===== src/rtl/irq_pkg.sv =====
// irq_pkg
// Shared definitions for the interrupt controller slice: the FSM state
// encodings used by irq_ctrl and the vector-width helper used by both
// irq_ctrl and irq_prio_enc.
package irq_pkg;

  // FSM state encodings (plain constants so older tools can read them)
  localparam logic [1:0] ST_IDLE    = 2'd0;
  localparam logic [1:0] ST_REQ     = 2'd1;
  localparam logic [1:0] ST_SERVICE = 2'd2;

  // Width of a source index: max(1, clog2(n))
  function automatic int vec_w(input int n);
    if (n <= 2) begin
      return 1;
    end
    return $clog2(n);
  endfunction

endpackage


===== src/rtl/irq_prio_enc.sv =====
// irq_prio_enc
// Combinational priority encoder over NUM_SRC request lines. The search
// starts at index 'start' and walks upward with wraparound; the first set
// request found wins. With start tied to zero this is plain lowest-index
// priority.
// Ports:
//   req   - request vector, one bit per source
//   start - index where the search begins (must be < NUM_SRC)
//   valid - at least one request is set
//   idx   - index of the winning request (0 when valid is low)
module irq_prio_enc
  import irq_pkg::*;
#(
  parameter int NUM_SRC = 4,
  parameter int VEC_W   = vec_w(NUM_SRC)
) (
  input  logic [NUM_SRC-1:0] req,
  input  logic [VEC_W-1:0]   start,
  output logic               valid,
  output logic [VEC_W-1:0]   idx
);

  int pos;

  // Walk the offsets from farthest to nearest so that the candidate closest
  // to 'start' is the last one written and therefore the one that sticks.
  always_comb begin
    valid = 1'b0;
    idx   = '0;
    pos   = 0;
    for (int k = NUM_SRC - 1; k >= 0; k--) begin
      pos = (int'(start) + k) % NUM_SRC;
      if (req[pos]) begin
        valid = 1'b1;
        idx   = VEC_W'(pos);
      end
    end
  end

endmodule


===== src/rtl/irq_ctrl.sv =====
// irq_ctrl
// Vectored interrupt controller for timer-class peripherals using a
// done/done_ack handshake. Done levels are sampled into a pending register,
// masked, arbitrated and presented to the CPU as irq/irq_vec. On irq_ack the
// chosen source gets a one-cycle src_ack pulse and the controller stays
// in-service until irq_eoi. No nesting.
// Build option: define IRQ_RR_EN for rotating priority (search starts one
// past the last serviced source); otherwise lowest index always wins.
// Ports:
//   clk, rst    - clock, asynchronous active-high reset
//   src_done    - per-source done levels
//   src_ack     - per-source done_ack pulses
//   mask_we     - mask write strobe, mask_wdata new mask, mask_q current mask
//   irq/irq_vec - request and source index to the CPU
//   irq_ack     - CPU accepts the request
//   irq_eoi     - CPU end-of-interrupt
//   in_service  - an ISR is active
module irq_ctrl
  import irq_pkg::*;
#(
  parameter int               NUM_SRC  = 4,
  parameter logic [NUM_SRC-1:0] MASK_RST = '0,
  localparam int              VEC_W    = vec_w(NUM_SRC)
) (
  input  logic               clk,
  input  logic               rst,
  input  logic [NUM_SRC-1:0] src_done,
  output logic [NUM_SRC-1:0] src_ack,
  input  logic               mask_we,
  input  logic [NUM_SRC-1:0] mask_wdata,
  output logic [NUM_SRC-1:0] mask_q,
  output logic               irq,
  output logic [VEC_W-1:0]   irq_vec,
  input  logic               irq_ack,
  input  logic               irq_eoi,
  output logic               in_service
);

  logic [1:0]         state;
  logic [NUM_SRC-1:0] pending;
  logic [NUM_SRC-1:0] ack_hold;
  logic [NUM_SRC-1:0] req;
  logic [VEC_W-1:0]   start;
  logic               sel_valid;
  logic [VEC_W-1:0]   sel_idx;

  assign req = pending & mask_q;

`ifdef IRQ_RR_EN
  logic [VEC_W-1:0] rr_ptr;

  // Rotating pointer: one past the source just acknowledged, wrapping.
  always_ff @(posedge clk or posedge rst) begin
    if (rst) begin
      rr_ptr <= '0;
    end else if (state == ST_REQ && irq_ack) begin
      rr_ptr <= (irq_vec == VEC_W'(NUM_SRC - 1)) ? '0 : irq_vec + VEC_W'(1);
    end
  end

  assign start = rr_ptr;
`else
  assign start = '0;
`endif

  irq_prio_enc #(
    .NUM_SRC (NUM_SRC),
    .VEC_W   (VEC_W)
  ) u_prio (
    .req   (req),
    .start (start),
    .valid (sel_valid),
    .idx   (sel_idx)
  );

  // Pending capture. A source is blocked for the ack cycle and the one after
  // it, giving the peripheral time to clear its registered done level.
  always_ff @(posedge clk or posedge rst) begin
    if (rst) begin
      pending  <= '0;
      ack_hold <= '0;
    end else begin
      pending  <= src_done & ~src_ack & ~ack_hold;
      ack_hold <= src_ack;
    end
  end

  // Mask register; the new value steers selection from the cycle it is visible.
  always_ff @(posedge clk or posedge rst) begin
    if (rst) begin
      mask_q <= MASK_RST;
    end else if (mask_we) begin
      mask_q <= mask_wdata;
    end
  end

  // Request/service FSM. The vector is latched on entry to REQ and held
  // through SERVICE; an ack in REQ beats a simultaneous withdrawal.
  always_ff @(posedge clk or posedge rst) begin
    if (rst) begin
      state      <= ST_IDLE;
      irq        <= 1'b0;
      irq_vec    <= '0;
      src_ack    <= '0;
      in_service <= 1'b0;
    end else begin
      src_ack <= '0;
      case (state)
        ST_IDLE: begin
          if (sel_valid) begin
            irq_vec <= sel_idx;
            irq     <= 1'b1;
            state   <= ST_REQ;
          end
        end
        ST_REQ: begin
          if (irq_ack) begin
            src_ack    <= NUM_SRC'(1) << irq_vec;
            irq        <= 1'b0;
            in_service <= 1'b1;
            state      <= ST_SERVICE;
          end else if (!req[irq_vec]) begin
            irq   <= 1'b0;
            state <= ST_IDLE;
          end
        end
        ST_SERVICE: begin
          if (irq_eoi) begin
            in_service <= 1'b0;
            state      <= ST_IDLE;
          end
        end
        default: begin
          irq        <= 1'b0;
          in_service <= 1'b0;
          state      <= ST_IDLE;
        end
      endcase
    end
  end

endmodule


===== config.mk =====
export PLATFORM = sky130hd
export DESIGN_NAME = irq_ctrl
export DESIGN_NICKNAME = d
export VERILOG_FILES = /design/src/rtl/irq_pkg.sv /design/src/rtl/irq_prio_enc.sv /design/src/rtl/irq_ctrl.sv
export SDC_FILE = /design/constraint.sdc
export NUM_CORES = 1
export LEC_CHECK = 0
export ABC_CLOCK_PERIOD_IN_PS = 1400
export CORE_ASPECT_RATIO = 1.25
export CORE_MARGIN = 4
export CORE_UTILIZATION = 41
export CTS_CLUSTER_SIZE = 25
export DETAILED_ROUTE_END_ITERATION = 8
export GPL_TIMING_DRIVEN = 0
export HOLD_SLACK_MARGIN = 0.06
export PLACE_DENSITY = 0.81
export SETUP_SLACK_MARGIN = 0.3
export SLEW_MARGIN = 30
export SYNTH_ARGS = -nofsm -noshare
export SYNTH_HDL_FRONTEND = slang
export SYNTH_HIERARCHICAL = 1
export SYNTH_SLANG_ARGS = --single-unit

===== constraint.sdc =====
create_clock -name clk -period 1.4 [get_ports clk]
set_clock_uncertainty 0.15 [all_clocks]
set_input_delay 0.28 -clock clk [delete_from_list [all_inputs] [get_ports clk]]
set_output_delay 0.28 -clock clk [all_outputs]
set_load 0.05 [all_outputs]

==> impl_summary.md, run 1 <==
Clocking
Counting the buffers created by CTS gives 3. The clock-pin slew of the registers on the worst-case setup and hold paths is around 0.12 ns. The clock insertion delay at the later pin of the skew report is 0.30 ns. CTS built an H-tree with a depth of 1. The maximum count of clock buffers along a single path is 2. TritonCTS built the clock tree. The total clock sinks is 22.

The buffer cell driving the clock tree root is clkbuf_4.

Power
For this design the static power due to leakage is 0.758 nW. The portion of total power attributed to combinational logic is 50.5%. The internal portion of the total power is 1.81 mW. The largest voltage drop on the vdd net is 1.45 mV. The power density over cell area is 1790 mW/mm^2. The switching power of the nets is 1.03 mW. Of the total power, the share spent switching nets is 36.3%. Of the total power, the clock network draws 16.8%. Per report_power, the sequential group accounts for 32.7% of the total. The total power draw is roughly 2.8 mW.

Worst setup path
The peak per-stage delay on the critical path is 0.44 ns. The data arrival time of the critical path is 1.58 ns. The category of cells accounting for the largest share of critical-path delay is simple AND/OR/NAND/NOR gates. Walking the worst path, the cells encountered are nand2_2, inv_2, nor2_2, nand2_2, nor3b_4, mux2_4. The most numerous cell type found on the critical path is nand2_2. The critical path class is reg -> reg. The worst setup path is launched from a flop. Among all stages on the critical path, the largest delay is contributed by dfrtp_2.

Counting both buffers and inverters, the worst setup path holds a total of 1. STA classifies the critical path endpoint as a flop. The number of cells on the critical path is 6. For the worst flop-to-flop path, the logic depth is 6. In this run the worst path has a maximum fanout of 3. For the worst setup path, the data required time is 1.45 ns.

Synthesis
Of the total synthesized cell area, the portion taken by AND, OR, NAND and NOR gates is about 17%. The proportion of synthesized area in mux cells is roughly 11%. The synthesized instance count is 75. In this run, synthesis inferred 0 flip-flops with an integrated enable. The parity-gate share of the synthesized area counting xor and xnor cells is 0%. The share of the yosys chip area belonging to registers is 60.8%.

The netlist area before placement is 906 sq um. The fraction of the mapped netlist area in compound gates is 7.46%. Counting flops and latches in the post-synthesis netlist gives 22.

After synthesis, the largest family of logic cells by area is simple AND/OR/NAND/NOR gates. The largest total area in the synthesized netlist belongs to dfrtp_1. The commonest register cell after synthesis is dfrtp_1.

Among all cell types in the netlist, the one instantiated most often is dfrtp_1. The share of flip-flops with an asynchronous set or reset is 100%. The number of warnings printed during yosys synthesis is 6. In the post-synthesis netlist, the biggest area contributors are dfrtp_1, mux2_2, nor3b_1, nand2_1, inv_1. The share of the synthesized area in the top cell type is between 60% and 70%. The post-synthesis adder-cell area fraction is 0%. The unique cell type count in the Yosys netlist is 22. Ranked by instance count, the synthesized netlist is headed by dfrtp_1, nand2_1, inv_1, nor3b_1, nor2_1. The per-instance average area after synthesis is 12.1 sq um.

Layout
The final cell count without fillers is 167. 0 antenna diodes ended up in the layout. The final layout contains 151 nets. The layout has 123 filler cells.

The area growth from synthesis to final layout is 75.4%. The ratio of cells with drive above 1 in the final layout is 58.4%. Measured on the finished design, the core utilization comes to 77.5%.

Worst hold path
The kind of path behind the tightest hold check is in -> async.

Run status
The run finished, with violations left. The final reports fail on negative setup slack.

STA
The max-slew violation total from the final report was 0. After layout, the worst setup slack is -0.126 ns. The routed design could run at a clock period as short as 1.53 ns. Dividing the final minimum period by the clock period gives 109%. The maximum operating frequency is 655 MHz. Setup repair after global routing could not meet its margin everywhere. The final worst hold slack is 0.189 ns. The number of endpoints with negative hold slack in the final report is 0. The total setup violations reported at the end of the flow is 6.

Placement
The estimated wirelength of the detail-placed design is 1360 um. Routability-driven placement finished with a final weighted congestion of 0.678. The placed cell count is 137. The quantity of I/O buffers inserted on ports is 24.

Drt
Dividing the detail-routed wire length by the instance count gives 14.0 um. The ratio of routed vias to standard cells is 4.66. The routed via count is 778. The pre-antenna-repair detailed-routing pass consisted of 4 iterations. The final antenna-violating net count is 0. The number of design-rule violations left by the first detailed-router iteration is 12. The final routed DRC violation total is 0. The total routed wirelength is 2330 um.

GRT
The met1 demand-to-capacity share in global routing is between 10% and 20%. The aggregate global-route resource usage is 16.7%. The met3 demand-to-capacity share in global routing is 4.42%.

met2 is the most crowded layer. The largest net degree at the start of global routing is 23. After global routing the overflow that remains totals 0. The routing usage on met2 is 32.8%. The number of global-route vias before repair is 848. The first global-routing pass estimated 3730 um of wire.

The initial antenna violation count is 0.

Floorplan
The number of I/O pins is 25. The die is between 60 and 70 um tall. The initial utilization of the core area, before any placement, comes to 44.2%. The total die area is 0.00303 sq mm. From left edge to right edge, the die measures 50.0 um. The core area is 0.00205 sq mm. The floorplan has 18 rows.

Job
The count of maximum capacitance violations is 0.
[worst register-to-register path: cells and delay by family, from the launching register on]
family	cells	cell delay, ns
buffers and inverters	1	0.05
AND/OR/NAND/NOR	4	0.50
flip-flops	1	0.44
multiplexers	1	0.30
[cell usage in the layout (no fill, tap or decap), types with 2 or more instances in the layout]
cell type         n
nor3b_2           3
mux2_2            4
nand3b_1          2
buf_6            14
nand2_2           4
buf_8             3
clkbuf_4          3
nand2_1           3
conb_1            9
inv_2             4
nor2_2            3
buf_4            21
nor3b_1           4
nor2_1            3
dfrtp_2           8
nand2b_1          2
a21oi_2           2
mux2_4            2
clkdlybuf4s50_1  11
inv_1             2
dfrtp_1          14
[power groups by stage]
| stage | clock (mW) | sequential (mW) | combinational, mW |
|---|---|---|---|
| final | 0.479 | 0.928 | 1.44 |
| after global routing | 0.512 | 0.951 | 1.51 |
| after CTS | 0.485 | 0.926 | 1.24 |
| after detailed placement | 0 | 0.965 | 0.882 |
| after global placement | 0 | 0.959 | 0.864 |
| after floorplan | 0 | 1.21 | 0.339 |
[cell families after synthesis]
logic type	after synthesis
compound gates	9
mux	8
flops	22
simple gates	28
buf+inv	7
other cells	1
[final timing paths]
kind / slack (ns) / from / end
max: -0.13 / mask_q[1]$_DFFE_PP0P_ / irq_vec[0]$_DFFE_PP0P_
min: 0.19 / rst / in_service$_DFFE_PP0P_
max reg2reg: -0.13 / mask_q[1]$_DFFE_PP0P_ / irq_vec[0]$_DFFE_PP0P_
min reg2reg: 0.25 / ack_hold[1]$_DFF_PP0_ / pending[1]$_DFF_PP0_
max in group asynchronous: 0.61 / rst / mask_q[0]$_DFFE_PP0P_
min in group clk: 0.25 / ack_hold[1]$_DFF_PP0_ / pending[1]$_DFF_PP0_
[cell type report]
| type | count | area, sq um | share of cell area, % |
|---|---|---|---|
| clock buffers | 3 | 22.5 | 1.42 |
| well taps | 30 | 37.5 | 2.36 |
| repair buffers | 50 | 479 | 30.2 |
| clock inverters | 1 | 30.0 | 1.89 |
| inverters | 7 | 30.0 | 1.89 |
| flip-flops and latches | 22 | 561 | 35.3 |
| multi-input cells | 54 | 429 | 27.0 |
[sequential cells by signal, summed over array words and instances, names as in the netlist]
register / count
irq_vec: 2
mask_q: 4
ack_hold: 4
src_ack: 4
in_service: 1
pending: 4
state: 2
irq: 1
[repair_timing]
item	in CTS	in global routing
endpoints found under the setup margin	30	22
resized for setup	98	16
setup buffers	17	9
gates cloned	0	0
pin swaps	11	5
hold buffers	0	0
[per-stage QoR]
step | setup TNS, ns | setup slack [ns] | instance area [sq um]
final | -0.503 | -0.126 | 1590
after global routing | -0.850 | -0.192 | 1590
after CTS | -0.214 | -0.0858 | 1470
after detailed placement | -4.26 | -0.276 | 1240
after global placement | -3.71 | -0.274 | 1240
after floorplan | -0.543 | -0.212 | 965
[per-layer routing]
metal | vias up | share of wire (%)
li1 | 369 | -
met1 | 380 | 38
met2 | 25 | 55
met3 | 4 | 5.8
met4 | 0 | 1.2
met5 | - | 0
Note: power is estimated with default switching activity, not from simulation.
==> run 2, diff against run 1 <==
--- a/config.mk
+++ b/config.mk
@@ -8,15 +8,14 @@
 export ABC_CLOCK_PERIOD_IN_PS = 1400
 export CORE_ASPECT_RATIO = 1.25
 export CORE_MARGIN = 4
-export CORE_UTILIZATION = 41
+export CORE_UTILIZATION = 40
 export CTS_CLUSTER_SIZE = 25
 export DETAILED_ROUTE_END_ITERATION = 8
 export GPL_TIMING_DRIVEN = 0
 export HOLD_SLACK_MARGIN = 0.06
-export PLACE_DENSITY = 0.81
+export PLACE_DENSITY = 0.8
 export SETUP_SLACK_MARGIN = 0.3
 export SLEW_MARGIN = 30
 export SYNTH_ARGS = -nofsm -noshare
 export SYNTH_HDL_FRONTEND = slang
-export SYNTH_HIERARCHICAL = 1
 export SYNTH_SLANG_ARGS = --single-unit
==> impl_summary.md, run 2 <==
Synthesis
The proportion of synthesized area in mux cells is 6.69% (-4.4 points). The net count of the mapped netlist is slightly above 80. For this run, the leading register cell type out of synthesis is dfrtp_1. After synthesis, the largest family of logic cells by area is simple AND/OR/NAND/NOR gates.

The share of the synthesized area in the top cell type is 65.4% (+4.6 points). The post-synthesis adder-cell area fraction is 0% (unchanged). The fraction of the mapped netlist area in compound gates is 7.88% (+0.42 points). The number of warnings printed during yosys synthesis is 0 (-6). The number of flops mapped to enable cells by yosys is 0 (unchanged). The flip-flop and latch count after synthesis is 22 (unchanged).

The netlist area before placement was 842 sq um (-7.0%). By area the synthesized netlist is led by dfrtp_1, mux2_2, nand2_1, nor3b_1, a21oi_1. By count the netlist is led by dfrtp_1, nand2_1, mux2_2, nor2_1, nor3b_1. The unique cell type count in the Yosys netlist is 22 (unchanged). The share of flip-flops with an asynchronous set or reset was 100% (unchanged). The most frequent cell after synthesis is dfrtp_1. The parity-gate share of the synthesized area counting xor and xnor cells is 0% (unchanged). The share of synthesized cell area in and, or, nand and nor gates is 17.8% (+0.43 points).

Summed over all instances, the cell type with the most area after synthesis is dfrtp_1. The synthesized instance count is 70 (-6.7%). The per-instance average area after synthesis is 12.0 sq um (-0.40%). The share of the yosys chip area belonging to registers is 65.4% (+4.6 points).

Power
The total power draw was 2.87 mW (+1.0%). The power density over cell area was 1990 mW/mm^2 (+11%). The total leakage power was 0.662 nW (-13%). The largest voltage drop on the vdd net is 1.75 mV (+21%).

Worst setup path
The endpoint identified for the worst register-to-register timing path is irq$_DFFE_PP0P_. The data required time at the worst endpoint was 1.49 ns (+0.04 ns). The most critical setup path has its endpoint at irq$_DFFE_PP0P_. The worst setup path startpoint is irq_vec[1]$_DFFE_PP0P_.

The highest net fanout along the worst path is 4 (+1). The length in cells of the worst reg-to-reg path came to 5 (-1). STA classifies the critical path endpoint as a flop.

The data arrival time of the critical path is 1.50 ns (-0.08 ns). The slack of the worst reg-to-reg path was -0.01 ns (+0.12 ns). The critical path class is reg -> reg. The startpoint identified for the worst register-to-register timing path is irq_vec[1]$_DFFE_PP0P_. The worst setup path is launched from a flop.

Layout
The number of diodes added for antenna fixing is 0 (unchanged). The ratio of cells with drive above 1 in the final layout is 58.4% (about the same). The final cell utilization of the core is 73.0% (-4.6 points). The number of inserted filler cells in the final layout is 132 (+7.3%). The top cell types in the final layout, fill and taps aside, are buf_6, dfrtp_1, buf_4. The area growth from synthesis to layout is 71.8%. The area of all sequential standard cells is 561 sq um (unchanged). The final net count is 127 (-16%). The multi-input combinational cell area is 385 sq um (-10%).

Floorplan
The number of I/O pins is 25 (unchanged). The total die area is 0.00291 sq mm (-4.0%). The die width was 49.0 um (-2.0%).

The starting density of the core came to 42.5% (-1.7 points). The total number of placement rows is 18 (unchanged). The die height is 59.3 um (-2.1%). The core area was 0.00198 sq mm (-3.3%).

Drt
The detail-routed net length per standard cell came to 16.0 um (+15%). The final routed DRC violation total came to 0 (unchanged). The routed via count was 697 (-10%). The number of design-rule violations left by the first detailed-router iteration came to 6 (-6). The ratio of routed vias to standard cells is 5.24 (+12%). The number of detailed-route iterations in the first pass was 4 (unchanged). The final antenna-violating net count came to 0 (unchanged).

The total routed wirelength came to 2130 um (-8.6%).

STA
The share of the clock period used by the worst path after layout came to 101% (-8.2 points). At the pin with the least slew margin, the transition time is ~0.47 ns. Setup repair after global routing could not meet its margin everywhere.

The final worst-path setup slack was -0.0108 ns (+0.115 ns). The total setup violations reported at the end of the flow was 1 (-5). The number of endpoints with negative hold slack in the final report is 0 (unchanged). The summed negative setup slack over all endpoints is -0.0108 ns (+0.492 ns). The maximum operating frequency is 709 MHz (+8.2%).

The worst pin sits at a relative slew slack of 68.5%. The max-slew violation total from the final report came to 0 (unchanged). The clock period minus worst slack is 1.41 ns (-0.115 ns). The final worst hold slack is 0.174 ns (-0.0146 ns).

Clocking
The CTS buffer count is 3 (unchanged). The post-cts hold buffer count was 0 (unchanged). TritonCTS built the clock tree. The clock-pin slew of the registers on the worst-case setup and hold paths is 0.12 ns (about the same).

The maximum count of clock buffers along a single path is 2 (unchanged). The clock insertion delay at the later pin of the skew report is 0.31 ns (about the same). The total clock sinks was 22 (unchanged). CTS placed an instance of clkbuf_4 at the clock tree root. The maximum level of the CTS H-tree is 1 (unchanged).

GRT
The largest net degree at the start of global routing is 23 (unchanged). The initial antenna violation count was 0 (unchanged). The first-pass GRT wire length is 3130 um (-16%). The aggregate global-route resource usage is 14.3% (-2.4 points).

The final global-route overflow total is 0 (unchanged). The number of global-route vias before repair is 698 (-18%).

Placement
The final weighted congestion in routability-driven placement is 0.686 (+1.3%). The estimated wirelength of the detail-placed design is 1230 um (-9.8%). The worst setup slack before clock tree synthesis is -0.296 ns (-0.0205 ns). The quantity of I/O buffers inserted on ports is 24 (unchanged).

Run status
The final reports fail on negative setup slack. The flow ran to the end, but the final reports show violations.

Job
The count of maximum capacitance violations is 0 (unchanged).

Worst hold path
The tightest min-delay check is of the in -> async type.
[run 2: cell types whose count changed after synthesis, sizes merged, moves of 2 or more]
cell	change
nand2	+4
nand3	+3
inv	-4
a211oi	-2
nand2b	-2
o21ai	+2
nor3b	-3
[run 2: area by class of cell]
type / instances / share of cell area, %
multi-input combinational: 44 / 26.6
sequential: 22 / 38.8
inverter: 3 / 1.04
timing repair buffer: 39 / 27.4
tap: 20 / 1.73
clock inverter: 1 / 2.08
clock buffer: 3 / 1.56
buffer: 1 / 0.779
[run 2: how the worst min path moves through the flow]
| stage | startpoint | to | depth (start not counted) |
|---|---|---|---|
| 6_report | rst | mask_q[1]$_DFFE_PP0P_ | 2 |
| 5_1_grt | rst | mask_q[1]$_DFFE_PP0P_ | 2 |
| 4_1_cts | rst | mask_q[1]$_DFFE_PP0P_ | 2 |
| 3_5_place_dp | ack_hold[3]$_DFF_PP0_ | pending[3]$_DFF_PP0_ | 1 |
| 3_3_place_gp | ack_hold[3]$_DFF_PP0_ | pending[3]$_DFF_PP0_ | 1 |
| 2_1_floorplan | rst | ack_hold[0]$_DFF_PP0_ | 1 |
[run 2: timing repair]
action                                 in CTS  in global routing
setup buffers                              11                  4
setup endpoints to repair                  47                 21
pin swaps                                   3                  9
cloned                                      0                  0
endpoints found under the hold margin       0                  0
resized for setup                          94                 22
[run 2: kinds of logic (layout without fill, tap and decap cells)]
| family | count (synthesis) | count (layout) |
|---|---|---|
| multiplexers | 5 | 5 |
| flip-flops | 22 | 22 |
| AND/OR/NAND/NOR | 29 | 29 |
| AO/OA/AOI/OAI | 10 | 10 |
| buffers and inverters | 4 | 47 |
[run 2: metal layers]
metal	share of wire (%)	global-route usage (%)	routed length, um
met4	1.7	6.92	36
met2	60	26.5	1280
met3	4.4	2.77	94
met1	34	15.5	719
met5	0	0	0
[run 2: power by group]
group	internal [mW]	switching [mW]
Clock	0.290	0.190
Combinational	0.676	0.748
Sequential	0.794	0.174
[run 2: metrics by stage]
step | cell area [sq um] | std cells
final | 1450 | 133
after global routing | 1450 | 133
after CTS | 1330 | 129
after detailed placement | 1150 | 114
after global placement | 1150 | 114
after floorplan | 882 | 70
[run 2: critical path, stage by stage, from the launching register on]
cell and delay [ns]:
dfrtp_2 0.45, buf_12 0.12, nor2_4 0.03, a2111oi_4 0.31, a31oi_1 0.14, o21ai_1 0.14
==> run 3, diff against run 2 <==
--- a/config.mk
+++ b/config.mk
@@ -5,13 +5,11 @@
 export SDC_FILE = /design/constraint.sdc
 export NUM_CORES = 1
 export LEC_CHECK = 0
-export ABC_CLOCK_PERIOD_IN_PS = 1400
 export CORE_ASPECT_RATIO = 1.25
 export CORE_MARGIN = 4
 export CORE_UTILIZATION = 40
 export CTS_CLUSTER_SIZE = 25
 export DETAILED_ROUTE_END_ITERATION = 8
-export GPL_TIMING_DRIVEN = 0
 export HOLD_SLACK_MARGIN = 0.06
 export PLACE_DENSITY = 0.8
 export SETUP_SLACK_MARGIN = 0.3
==> impl_summary.md, run 3 (synthesis results as in run 2) <==
Drt
The ratio of routed vias to standard cells is 5.19 (-1.0%). The total routed wirelength came to 2580 um (+21%). The number of detailed-route iterations in the first pass was 3 (-1).

The detail-routed net length per standard cell is 18.7 um (+17%). The final routed DRC violation total is 0 (unchanged). The number of design-rule violations left by the first detailed-router iteration is 12 (+6). The routed via count is 716 (+2.7%).

The final antenna-violating net count is 0 (unchanged).

Power
The total leakage power came to 0.737 nW (+11%). The power density over cell area is 1960 mW/mm^2 (-1.5%). The portion of total power attributed to combinational logic is 53.1% (+3.5 points).

The clock power share was 15.3% (-1.4 points). The switching power of the nets is 1.23 mW (+10%). The total internal power was 1.95 mW (+11%).

The sequential share of power is 31.6% (-2.1 points). The largest voltage drop on the vdd net is 1.68 mV (-4.2%). The proportion of total power due to net switching came to 38.7% (about the same).

Clocking
The TritonCTS clock tree is yes. The total clock sinks came to 22 (unchanged). The post-cts hold buffer count is 0 (unchanged). The maximum level of the CTS H-tree is 1 (unchanged). The clock-pin slew of the registers on the worst-case setup and hold paths is 0.12 ns (about the same).

The clock insertion delay at the later pin of the skew report was 0.31 ns (about the same). The buffer cell driving the clock tree root is clkbuf_4. The CTS buffer count is 3 (unchanged). The maximum count of clock buffers along a single path was 2 (unchanged).

GRT
The aggregate global-route resource usage is 18.7% (+4.4 points). The largest net degree at the start of global routing came to 23 (unchanged). The initial antenna violation count came to 0 (unchanged). The first-pass GRT wire length is 3980 um (+27%).

The final global-route overflow total is 0 (unchanged). The number of global-route vias before repair is 799 (+14%).

Placement
The placed cell count is 122 (+7.0%). The estimated wirelength of the detail-placed design is 1400 um (+14%). The quantity of I/O buffers inserted on ports is 24 (unchanged).

The final weighted congestion in routability-driven placement came to 0.727 (+5.9%).

Worst setup path
By startpoint and endpoint, the worst setup path is classified as reg -> out. The kind of launch point of the worst setup path is a flop. The highest net fanout along the worst path is 2 (-2). The data required time at the worst endpoint is 0.97 ns (-0.52 ns). The length in cells of the worst reg-to-reg path is 4 (-1). The peak per-stage delay on the critical path is 0.46 ns (about the same). The slowest cell on the critical path is dfrtp_2. Walking the worst path, the cells encountered are buf_6, buf_12. The data arrival time of the critical path was 1.04 ns (-0.46 ns). The capturing element type of the critical path is an output port.

Floorplan
The number of I/O pins is 25 (unchanged). The die height came to 59.3 um (unchanged). The die width is 49.0 um (unchanged).

The core area is 0.00198 sq mm (unchanged). The total die area was 0.00291 sq mm (unchanged). The starting density of the core was 42.5% (unchanged). The total number of placement rows came to 18 (unchanged).

STA
Setup repair after global routing could not meet its margin everywhere. The final worst-path setup slack was -0.0652 ns (-0.0544 ns). The worst slew margin relative to its limit was 78.8% (+10 points). The max-slew violation total from the final report is 0 (unchanged).

The total setup violations reported at the end of the flow is 7 (+6). The slew at the pin with the worst max-slew slack is 0.318 ns (-0.153 ns). The final worst hold slack is 0.134 ns (-0.0397 ns). The clock period minus worst slack is 1.47 ns (+0.0544 ns). The maximum operating frequency is 682 MHz (-3.7%). The number of endpoints with negative hold slack in the final report is 0 (unchanged).

The share of the clock period used by the worst path after layout came to 105% (+3.9 points).

Layout
Leaving out fill and tap cells, the most frequent cells in the layout are dfrtp_1, buf_6, buf_12. Compared with the post-synthesis result, the final layout area differs by 92.7%. The ratio of cells with drive above 1 in the final layout was 60.2% (+1.8 points).

The final cell count without fillers is 138 (+3.8%). The final net count is 132 (+3.9%). The most frequent standard cell in the layout excluding fill and tap cells is dfrtp_1. The number of diodes added for antenna fixing was 0 (unchanged).

Run status
The run finished, with violations left. The checks that failed: negative setup slack.

Worst hold path
The kind of path behind the tightest hold check is in -> async.

Job
The count of maximum capacitance violations is 0 (unchanged).
==> run 3: layer usage <==
layer	global-route usage, %	vias to the layer above	routed length (um)
li1	-	337	-
met5	0	-	0
met3	3.53	8	97
met4	11.5	0	87
met2	34.9	20	1480
met1	19.1	351	915
==> run 3: path summary, 6_finish.rpt <==
path,from,to,slack [ns]
max in group asynchronous,rst,mask_q[2]$_DFFE_PP0P_,0.73
setup / recovery,mask_q[2]$_DFFE_PP0P_,mask_q[2],-0.07
setup reg to reg,irq_vec[0]$_DFFE_PP0P_,irq$_DFFE_PP0P_,-0.04
min in group clk,ack_hold[2]$_DFF_PP0_,pending[2]$_DFF_PP0_,0.26
hold reg to reg,ack_hold[2]$_DFF_PP0_,pending[2]$_DFF_PP0_,0.26
hold / removal,rst,irq_vec[1]$_DFFE_PP0P_,0.13
==> run 3: layout make-up <==
| type | instances | area, sq um |
|---|---|---|
| Inverter | 3 | 11.3 |
| Sequential cell | 22 | 561 |
| Fill cell | 102 | 359 |
| Multi-Input combinational cell | 44 | 409 |
| Tap cell | 20 | 25.0 |
| Clock inverter | 1 | 30.0 |
| Clock buffer | 3 | 22.5 |
| Timing Repair Buffer | 45 | 564 |
==> run 3: worst max-delay path, delay by kind of cell, from the launching register on <==
kind | cells | cell delay, ns
DFF | 1 | 0.46
buffers and inverters | 2 | 0.27
==> run 3: metrics by stage <==
stage / setup slack [ns] / area (sq um) / TNS [ns] / utilization (%) / power [mW]
after floorplan: -0.0708 / 882 / -0.126 / - / 1.57
after global placement: -0.180 / 1320 / -0.879 / 66.8 / 2.13
after detailed placement: -0.261 / 1320 / -1.22 / 66.8 / 2.17
after CTS: -0.0342 / 1530 / -0.175 / 77.0 / 2.94
after global routing: -0.112 / 1620 / -0.589 / 81.9 / 3.30
final: -0.0652 / 1620 / -0.348 / 81.9 / 3.17
==> run 3: power groups by stage <==
stage	combinational [mW]	clock, mW	sequential (mW)
floorplan	0.355	0	1.21
global placement	1.17	0	0.958
detailed placement	1.20	0	0.967
CTS	1.50	0.483	0.957
global route	1.76	0.514	1.02
finish	1.69	0.485	1.00
==> run 3: what timing repair did <==
item                       in CTS  in global routing
setup endpoints to repair      24                 23
pin swaps                       8                  8
setup buffers                  11                  1
resized for setup              23                 22
